[src/rtl/request_unit_llsc_if.sv]
// Bus between the control unit side and the data request unit: request
// qualifiers and snoop traffic in, memory strobes and LL/SC status out.
interface request_unit_llsc_if #(
    parameter int ADDR_W = 32
);
    logic              ihit;
    logic              dhit;
    logic              cu_dren;
    logic              cu_dwen;
    logic              cu_ll;
    logic              cu_sc;
    logic [ADDR_W-1:0] daddr;
    logic              snoop_inv;
    logic [ADDR_W-1:0] snoop_addr;
    logic              dREN;
    logic              dWEN;
    logic              sc_valid;
    logic              sc_result;
    logic              link_valid;
    logic              req_timeout;

    // Pipeline/cache side that drives requests and observes the strobes.
    modport master (
        output ihit, dhit, cu_dren, cu_dwen, cu_ll, cu_sc, daddr,
               snoop_inv, snoop_addr,
        input  dREN, dWEN, sc_valid, sc_result, link_valid, req_timeout
    );

    // The request unit itself.
    modport slave (
        input  ihit, dhit, cu_dren, cu_dwen, cu_ll, cu_sc, daddr,
               snoop_inv, snoop_addr,
        output dREN, dWEN, sc_valid, sc_result, link_valid, req_timeout
    );
endinterface

[src/rtl/request_unit_llsc.sv]
// Data request unit with load-linked / store-conditional link tracking,
// snoop invalidation of the link and a sticky watchdog on pending requests.
module request_unit_llsc #(
    parameter int ADDR_W   = 32,
    parameter int LINK_LSB = 2,
    parameter int TIMEOUT  = 255
) (
    input  logic                CLK,
    input  logic                RST,
    request_unit_llsc_if.slave  bus
);

    localparam int TAG_W = ADDR_W - LINK_LSB;
    localparam int CNT_W = (TIMEOUT < 1) ? 1 : $clog2(TIMEOUT + 1);
    localparam logic [CNT_W-1:0] CNT_MAX = CNT_W'(TIMEOUT);

    typedef enum logic [1:0] {
        IDLE    = 2'd0,
        PEND    = 2'd1,
        SC_FAIL = 2'd2
    } state_t;

    state_t             state, state_next;
    logic               ren, ren_next;
    logic               wen, wen_next;
    logic               scv, scv_next;
    logic               scr, scr_next;
    logic               link_v, link_v_next;
    logic [TAG_W-1:0]   link_tag, link_tag_next;
    logic [TAG_W-1:0]   req_tag, req_tag_next;
    logic               req_ll, req_ll_next;
    logic               req_sc, req_sc_next;
    logic [CNT_W-1:0]   cnt, cnt_next;
    logic               tout, tout_next;

    // Only the bits above LINK_LSB take part in link compares, so only
    // those are stored for the link and the captured request.
    logic [TAG_W-1:0]   d_tag;
    logic [TAG_W-1:0]   s_tag;
    logic               issue;

    assign d_tag = bus.daddr[ADDR_W-1:LINK_LSB];
    assign s_tag = bus.snoop_addr[ADDR_W-1:LINK_LSB];
    assign issue = bus.ihit && (bus.cu_dren || bus.cu_dwen);

    if (LINK_LSB > 0) begin : g_low_bits
        logic unused_low_bits;
        assign unused_low_bits = ^{bus.daddr[LINK_LSB-1:0], bus.snoop_addr[LINK_LSB-1:0]};
    end

    // State and output registers; everything visible outside is registered.
    always_ff @(posedge CLK or posedge RST) begin
        if (RST) begin
            // NOTE: sequential state uses non-blocking assignments so every
            // register samples the pre-edge values computed by the comb block.
            state    <= IDLE;
            ren      <= 1'b0;
            wen      <= 1'b0;
            scv      <= 1'b0;
            scr      <= 1'b0;
            link_v   <= 1'b0;
            link_tag <= '0;
            req_tag  <= '0;
            req_ll   <= 1'b0;
            req_sc   <= 1'b0;
            cnt      <= '0;
            tout     <= 1'b0;
        end else begin
            state    <= state_next;
            ren      <= ren_next;
            wen      <= wen_next;
            scv      <= scv_next;
            scr      <= scr_next;
            link_v   <= link_v_next;
            link_tag <= link_tag_next;
            req_tag  <= req_tag_next;
            req_ll   <= req_ll_next;
            req_sc   <= req_sc_next;
            cnt      <= cnt_next;
            tout     <= tout_next;
        end
    end

    // Next-state, request strobes, LL/SC link bookkeeping and watchdog.
    always_comb begin
        // NOTE: every variable gets a default before the case so no path
        // leaves one unassigned, which would otherwise infer a latch.
        state_next    = state;
        ren_next      = ren;
        wen_next      = wen;
        scv_next      = 1'b0;
        scr_next      = 1'b0;
        link_v_next   = link_v;
        link_tag_next = link_tag;
        req_tag_next  = req_tag;
        req_ll_next   = req_ll;
        req_sc_next   = req_sc;
        cnt_next      = cnt;
        tout_next     = tout;

        case (state)
            IDLE: begin
                if (issue) begin
                    req_tag_next = d_tag;
                    req_ll_next  = bus.cu_ll && !bus.cu_dwen;
                    req_sc_next  = bus.cu_sc && bus.cu_dwen;
                    if (!bus.cu_dwen) begin
                        ren_next   = 1'b1;
                        cnt_next   = '0;
                        state_next = PEND;
                    end else if (!bus.cu_sc || (link_v && link_tag == d_tag)) begin
                        // SC success is decided here; later snoops cannot undo it.
                        wen_next   = 1'b1;
                        cnt_next   = '0;
                        state_next = PEND;
                    end else begin
                        scv_next   = 1'b1;
                        scr_next   = 1'b0;
                        state_next = SC_FAIL;
                    end
                end
            end

            PEND: begin
                if (cnt != CNT_MAX) begin
                    cnt_next = cnt + 1'b1;
                end
                // The flag trips on the edge the count reaches TIMEOUT, even if
                // dhit arrives in that same last pending cycle.
                if (cnt_next == CNT_MAX) begin
                    tout_next = 1'b1;
                end
                if (bus.dhit) begin
                    ren_next   = 1'b0;
                    wen_next   = 1'b0;
                    state_next = IDLE;
                    if (req_ll) begin
                        link_v_next   = 1'b1;
                        link_tag_next = req_tag;
                    end
                    if (req_sc) begin
                        scv_next    = 1'b1;
                        scr_next    = 1'b1;
                        link_v_next = 1'b0;
                    end else if (wen && link_tag == req_tag) begin
                        link_v_next = 1'b0;
                    end
                end
            end

            SC_FAIL: begin
                state_next = IDLE;
            end

            default: begin
                state_next = IDLE;
            end
        endcase

        // Snoop compares against the link as it would stand after this
        // cycle, so an invalidate racing an LL completion kills the new link.
        if (bus.snoop_inv && link_tag_next == s_tag) begin
            link_v_next = 1'b0;
        end
    end

    assign bus.dREN        = ren;
    assign bus.dWEN        = wen;
    assign bus.sc_valid    = scv;
    assign bus.sc_result   = scr;
    assign bus.link_valid  = link_v;
    assign bus.req_timeout = tout;

endmodule

[src/flat_wrapper.sv]
// flat-port wrapper written by rule: the top's interface ports become plain ports
module request_unit_llsc_flat 
#(
    parameter int ADDR_W   = 32,
    parameter int LINK_LSB = 2,
    parameter int TIMEOUT  = 255
)
  (CLK, RST, bus_ihit, bus_dhit, bus_cu_dren, bus_cu_dwen, bus_cu_ll, bus_cu_sc, bus_daddr, bus_snoop_inv, bus_snoop_addr, bus_dREN, bus_dWEN, bus_sc_valid, bus_sc_result, bus_link_valid, bus_req_timeout);
  request_unit_llsc_if #(.ADDR_W(ADDR_W)) bus_i ();
  input  logic CLK;
  input  logic RST;
  input wire logic [$bits(bus_i.ihit)-1:0] bus_ihit;
  input wire logic [$bits(bus_i.dhit)-1:0] bus_dhit;
  input wire logic [$bits(bus_i.cu_dren)-1:0] bus_cu_dren;
  input wire logic [$bits(bus_i.cu_dwen)-1:0] bus_cu_dwen;
  input wire logic [$bits(bus_i.cu_ll)-1:0] bus_cu_ll;
  input wire logic [$bits(bus_i.cu_sc)-1:0] bus_cu_sc;
  input wire logic [$bits(bus_i.daddr)-1:0] bus_daddr;
  input wire logic [$bits(bus_i.snoop_inv)-1:0] bus_snoop_inv;
  input wire logic [$bits(bus_i.snoop_addr)-1:0] bus_snoop_addr;
  output wire logic [$bits(bus_i.dREN)-1:0] bus_dREN;
  output wire logic [$bits(bus_i.dWEN)-1:0] bus_dWEN;
  output wire logic [$bits(bus_i.sc_valid)-1:0] bus_sc_valid;
  output wire logic [$bits(bus_i.sc_result)-1:0] bus_sc_result;
  output wire logic [$bits(bus_i.link_valid)-1:0] bus_link_valid;
  output wire logic [$bits(bus_i.req_timeout)-1:0] bus_req_timeout;
  assign bus_i.ihit = bus_ihit;
  assign bus_i.dhit = bus_dhit;
  assign bus_i.cu_dren = bus_cu_dren;
  assign bus_i.cu_dwen = bus_cu_dwen;
  assign bus_i.cu_ll = bus_cu_ll;
  assign bus_i.cu_sc = bus_cu_sc;
  assign bus_i.daddr = bus_daddr;
  assign bus_i.snoop_inv = bus_snoop_inv;
  assign bus_i.snoop_addr = bus_snoop_addr;
  assign bus_dREN = bus_i.dREN;
  assign bus_dWEN = bus_i.dWEN;
  assign bus_sc_valid = bus_i.sc_valid;
  assign bus_sc_result = bus_i.sc_result;
  assign bus_link_valid = bus_i.link_valid;
  assign bus_req_timeout = bus_i.req_timeout;
  request_unit_llsc #(.ADDR_W(ADDR_W), .LINK_LSB(LINK_LSB), .TIMEOUT(TIMEOUT)) u_core (.CLK(CLK), .RST(RST), .bus(bus_i));
endmodule
[config.mk]
export PLATFORM = sky130hd
export DESIGN_NAME = request_unit_llsc_flat
export DESIGN_NICKNAME = d
export VERILOG_FILES = /design/src/rtl/request_unit_llsc_if.sv /design/src/rtl/request_unit_llsc.sv /design/src/flat_wrapper.sv
export SDC_FILE = /design/constraint.sdc
export NUM_CORES = 1
export LEC_CHECK = 0
export ABC_AREA = 0
export CORE_MARGIN = 3
export CORE_UTILIZATION = 30
export DETAILED_ROUTE_END_ITERATION = 10
export GPL_TIMING_DRIVEN = 0
export SETUP_SLACK_MARGIN = 0.2
export SKIP_CTS_REPAIR_TIMING = 1
export SLEW_MARGIN = 10
export SYNTH_ARGS = -nofsm -noshare
export SYNTH_HDL_FRONTEND = slang
export SYNTH_SLANG_ARGS = --single-unit
export TNS_END_PERCENT = 100
[constraint.sdc]
create_clock -name CLK -period 2.65 [get_ports CLK]
set_clock_uncertainty 0.2 [all_clocks]
set_input_delay 0.265 -clock CLK [delete_from_list [all_inputs] [get_ports CLK]]
set_output_delay 0.265 -clock CLK [all_outputs]
set_load 0.01 [all_outputs]
-- Yosys cells after proc, flatten, opt, wreduce, memory -nomap -nowiden
Cells that the tools add are included.
- add/sub/neg operators: 1
- equality and inequality tests: 12
- muxes and demuxes: 35
- reduce and logical (&&, ||, !) cells: 22
- operators by type and width (cell ; number):
    == test 30 bit ; 3
    2-to-1 mux 30 bit ; 3
    2-to-1 mux 8 bit ; 5
    2-to-1 mux 1 bit ; 18
    case mux 8 bit (2 select lines) ; 1
    adder 8 x 1 -> 8 bit (second input constant) ; 1
    == test 8 bit (second input constant) ; 1
    2-to-1 mux 2 bit ; 4
    inequality test 8 bit (second input constant) ; 1
    logical AND 1 bit ; 6
    inequality test 2 bit (second input constant) ; 3
    case mux 1 bit (2 select lines) ; 3
    AND reduction 2 bit ; 3
    AND reduction 3 bit ; 2
    nonzero test 2 bit ; 3
    AND reduction 5 bit ; 1
    inequality test 2 x 1 -> 1 bit (second input constant) ; 2
    case mux 2 bit (2 select lines) ; 1
    AND reduction 4 bit ; 1
    nonzero test 4 bit ; 1
    inequality test 3 x 2 -> 1 bit (second input constant) ; 1
    == test 2 x 1 -> 1 bit (second input constant) ; 1
    zero test 1 bit ; 2
    zero test 2 bit ; 1
    logical OR 1 bit ; 2
- bits in registers: 78
- output and inout port bits: 6
- word-level logic and storage cells: 82

-- Longest topological paths before layout
- depth after elaboration: 7
- gate-level depth with buffers: 9

-- Worst setup path before layout
Ideal clock, no wire load.
- path type: flip-flop to flip-flop
- from: reg u_core.state[1]
- to: reg u_core.link_v (netlist: u_core.bus.link_valid)
- library setup time: 0.136 ns
- arrival: 1.689 ns
- data required time: 2.314 ns
- setup slack: 0.626 ns
- stages on the path, launching flop included: 9
- cell sequence: dfrtp_1 > buf_6 > and4b_1 > buf_6 > mux2_4 > xor2_1 > nor3_1 > and4bb_1 > a31oi_1
- cells in the longest elaborated chain, start to end: 6
- elaborated cells between the ends (all ways): 9
- classes of those cells: eq/ne: 2; mux: 2; reduce/logical: 5
- RTL lines (element ; RTL line ; text):
    start: declaration ; request_unit_llsc.sv:23 ; state_t state, state_next;
    start signal: assignment ; request_unit_llsc.sv:69 ; state <= state_next;
    == test 2 x 1 -> 1 bit (*) ; request_unit_llsc.sv:101 ; case (state)
    2-to-1 mux 30 bit (*) ; request_unit_llsc.sv:101 ;
    via u_core.link_tag_next[6] ; request_unit_llsc.sv:29 ; logic [TAG_W-1:0] link_tag, link_tag_next;
    == test 30 bit (*) ; request_unit_llsc.sv:162 ; if (bus.snoop_inv && link_tag_next == s_tag) begin
    logical AND 1 bit (*) ; request_unit_llsc.sv:162 ;
    nonzero test 4 bit (no line) / nonzero test 2 bit (equally long branches) ; - ;
    AND reduction 3 bit (no line) ; - ;
    end signal: assignment ; request_unit_llsc.sv:74 ; link_v <= link_v_next;
    end: declaration ; request_unit_llsc.sv:28 ; logic link_v, link_v_next;
Mark *: on every way through the listed nets, which the timed path passes. The rest lies on a longest branch.
A chain may end at the register's enable or synchronous reset.

-- Final worst setup path
- from: in bus_daddr[22]
- to: reg u_core.cnt[1]
- cells in the longest elaborated chain, start to end: 5
- RTL lines (element ; RTL line ; text):
    start: declaration ; flat_wrapper.sv:18 ; input wire logic [$bits(bus_i.daddr)-1:0] bus_daddr;
    == test 30 bit ; request_unit_llsc.sv:111 ; end else if (!bus.cu_sc || (link_v && link_tag == d_tag)) begin
    logical AND 1 bit ; request_unit_llsc.sv:111 ;
    logical OR 1 bit ; request_unit_llsc.sv:111 ;
    inequality test 3 x 2 -> 1 bit (no line) ; - ;
    AND reduction 3 bit (no line) ; - ;
    end signal: assignment ; request_unit_llsc.sv:79 ; cnt <= cnt_next;
    end: declaration ; request_unit_llsc.sv:33 ; logic [CNT_W-1:0] cnt, cnt_next;
No other way between the ends.

==> flow_summary_export.csv <==
group,metric,value,unit
route,route.final.wire_length,13.9,mm
synthesis,synthCells,473,
floorplanning,placementRows,44,
floorplanning,io_pins,79,
grt,antenna_found_initial,0,
critical_path,critical_path.max_fanout,5,
floorplanning,die-area,16900,um2
clocking,clk_transition_reported_paths,0.06,ns
synthesis,synthXorXnorAreaFrac,0.156,
timing,time_the_worst_path_needs_with_i_o_delays_and_setup,2.44,ns
timing,worstMarginPinSlew,0.646,ns
hold_path,hold_path.class,"input port to asynchronous set/reset pin",
critical_path,critPathBufInv,1,
clocking,clock_tree.root_cell,"clkbuf_16",
clocking,clk-insertion-delay-late,0.34,ns
critical_path,timing.critical_path.depth,7,
clocking,numCtsBuffers,9,
timing,hold_violations,0,
synthesis,yosysTopAreaCellShare,0.423,
synthesis,syn-num-nets,547,
synthesis,synth_most_common_cell,"dfrtp_1",
critical_path,max_stage_delay,0.51,ns
synthesis,post_synth_main_area_contributors,"dfrtp_1 42%, xnor2_1 12%, mux2_2 8.1%, nand2_1 6.2%, xor2_1 3.4%",
timing,worst_slew_margin_relative_to_its_limit,0.570,
synthesis,synth_simple_gate_area_frac,0.174,
timing,rsz0062_at_grt,"yes",
timing,fmax,410,MHz
critical_path,critical_path_cell_by_cell,"clkdlybuf4s50_1, xnor2_1, nand4_1, nor4_2, a21o_2, a21oi_1, a221o_1",
synthesis,synth_area_leader_cell,"dfrtp_1",
synthesis,ys_seq_elements,78,
pwr,worst_ir_drop_vdd,0.000375,V
synthesis,post_synthesis_mux_area_share,0.0980,
final_layout,layout-drive-gt1-share,0.144,
grt,grt_first_pass_wirelength,21.2,mm
critical_path,crit_path_required_time,2.67,ns
grt,grt_remaining_overflow,0,
route,avgViaCountPerCell,5.10,
route,detail-route-antenna-nets,0,
place,portBuffers,74,
timing,setup-violations-final,0,
synthesis,yosys_most_used_dff,"dfrtp_1",
clocking,h-tree-depth,3,
pwr,power.leakage,0.00247,uW
final_layout,fin_cells,753,
floorplanning,core,14800,um2
synthesis,dominant_combinational_cell_family_by_area_after_synthesis,"simple AND/OR/NAND/NOR gates",
route,firstDrtPassIters,7,
place,detailed_place_hpwl,10.6,mm
clocking,cts_max_path_buffers,2,
timing,final.setup.tns,0,ns
synthesis,synth_warnings,0,
synthesis,synth_edf_count,0,
synthesis,synthesis.area_per_instance,9.75,um2
grt,gr_usage_total,0.167,
critical_path,timing.critical_path.arrival,2.46,ns
critical_path,slowest_stage,"nor4_2",
route,initialDrtViolationCount,328,
run,max_cap_violation_count,0,
critical_path,critPathTopFamily,"compound AO/OA/AOI/OAI gates",
synthesis,postSynth.asyncResetShare,1.00,
clocking,tritoncts,"yes",
synthesis,synthAdderAreaFrac,0.00271,
critical_path,end_kind,"register",
synthesis,share_of_the_yosys_chip_area_belonging_to_registers,0.423,
synthesis,number_of_different_library_cells_in_the_post_synthesis_netlist,59,
synthesis,synth_top_cells_by_count,"78 x dfrtp_1, 76 x nand2_1, 64 x xnor2_1",
timing,post-route-period-util,0.920,
route,routed_wire_length_per_instance,18.4,um
floorplanning,start_util,0.311,
synthesis,synth_area,4610,um2
synthesis,synth_compound_area_frac,0.104,
route,via_total_after_detailed_routing,3838,
final_layout,layout.nets,638,
critical_path,start_kind,"input port",
pwr,power_density,855,nW/um2
critical_path,worst-setup-path-type,"input port to register",
final_layout,antenna-diode-count,0,
grt,first_global_vias,3877,
floorplanning,die-height,130,um
floorplanning,die_w,130,um
clocking,tritoncts_num_sinks,78,
place,gp_congestion,0.897,
status,run_status,"completed",
final_layout,area.growth.synth_to_final,29.4,%
place,dp.cells,733,
timing,finalMaxSlewViolations,0,
route,drcViolationCount,0,
critical_path,cell_depth_of_the_worst_flop_to_flop_path,6,
grt,grt_max_degree,28,
[power breakdown]
| group | total, uW | switching, uW | internal [uW] |
|---|---|---|---|
| clock | 1170 | 507 | 660 |
| sequential | 2090 | 519 | 1570 |
| combinational | 1850 | 861 | 985 |
| total | 5100 | 1890 | 3210 |
[per-stage QoR]
stage          total power, uW  cell area, um2   util  hold slack, ns  worst slack (ns)
2_1_floorplan             3270            4610      -           0.163             0.626
3_3_place_gp              3850            5590  0.377           0.250            -0.222
3_5_place_dp              3910            5630  0.380           0.254            -0.246
4_1_cts                   5100            5900  0.399           0.181            0.0963
5_1_grt                   5400            5960  0.403           0.216            0.0929
6_report                  5100            5960  0.403           0.155             0.212
[final timing paths]
| check | startpoint | endpoint | slack (ns) |
|---|---|---|---|
| setup / recovery | bus_daddr[22] | u_core.cnt[1] | 0.21 |
| hold / removal | RST | u_core.req_tag[10] | 0.15 |
| setup reg to reg | u_core.link_tag[20] | u_core.cnt[1] | 0.23 |
| hold reg to reg | u_core.bus.req_timeout | u_core.bus.req_timeout | 0.26 |
| max in group asynchronous | RST | u_core.link_tag[0] | 1.55 |
| min in group CLK | u_core.bus.req_timeout | u_core.bus.req_timeout | 0.26 |
[registers in the layout, indices dropped and copies added (netlist names), 2 cells and up]
signal,count
u_core.link_tag,30
u_core.req_tag,30
u_core.cnt,8
u_core.state,2
[logic make-up after synthesis]
group | count (synthesis)
DFF | 78
xor gates and xnor gates | 82
adders and majority gates | 1
muxes | 40
buffers and inverters | 43
AOI/OAI and AO/OA | 66
and+or+nand+nor | 163
[final cells by class]
type / instances / area [um2]
Sequential cell: 78 / 1950
Inverter: 26 / 101
Clock buffer: 11 / 243
Clock inverter: 5 / 35.0
Fill cell: 1443 / 8840
Buffer: 17 / 100
Tap cell: 184 / 230
Timing Repair Buffer: 80 / 811
Multi-Input combinational cell: 352 / 2490
[cell usage in the layout, fill, tap and decap left out, types with 12 or more instances in the layout]
cell,synthesis,routed
xnor2_1,64,64
xor2_1,18,18
nand2_1,76,76
inv_1,26,25
nor2_1,15,14
clkdlybuf4s50_1,0,74
dfrtp_1,78,78
nand4_1,18,18
mux2_2,33,33
o21ai_0,17,17
nand3_1,12,12
[routing by layer]
layer	up-vias	part of all wire	GRT usage
met5	-	0	0
met3	25	0.064	0.0377
met4	0	0.025	0.0587
li1	1826	-	-
met1	1833	0.45	0.222
met2	154	0.46	0.267
Power figures use the tool's default switching activity.
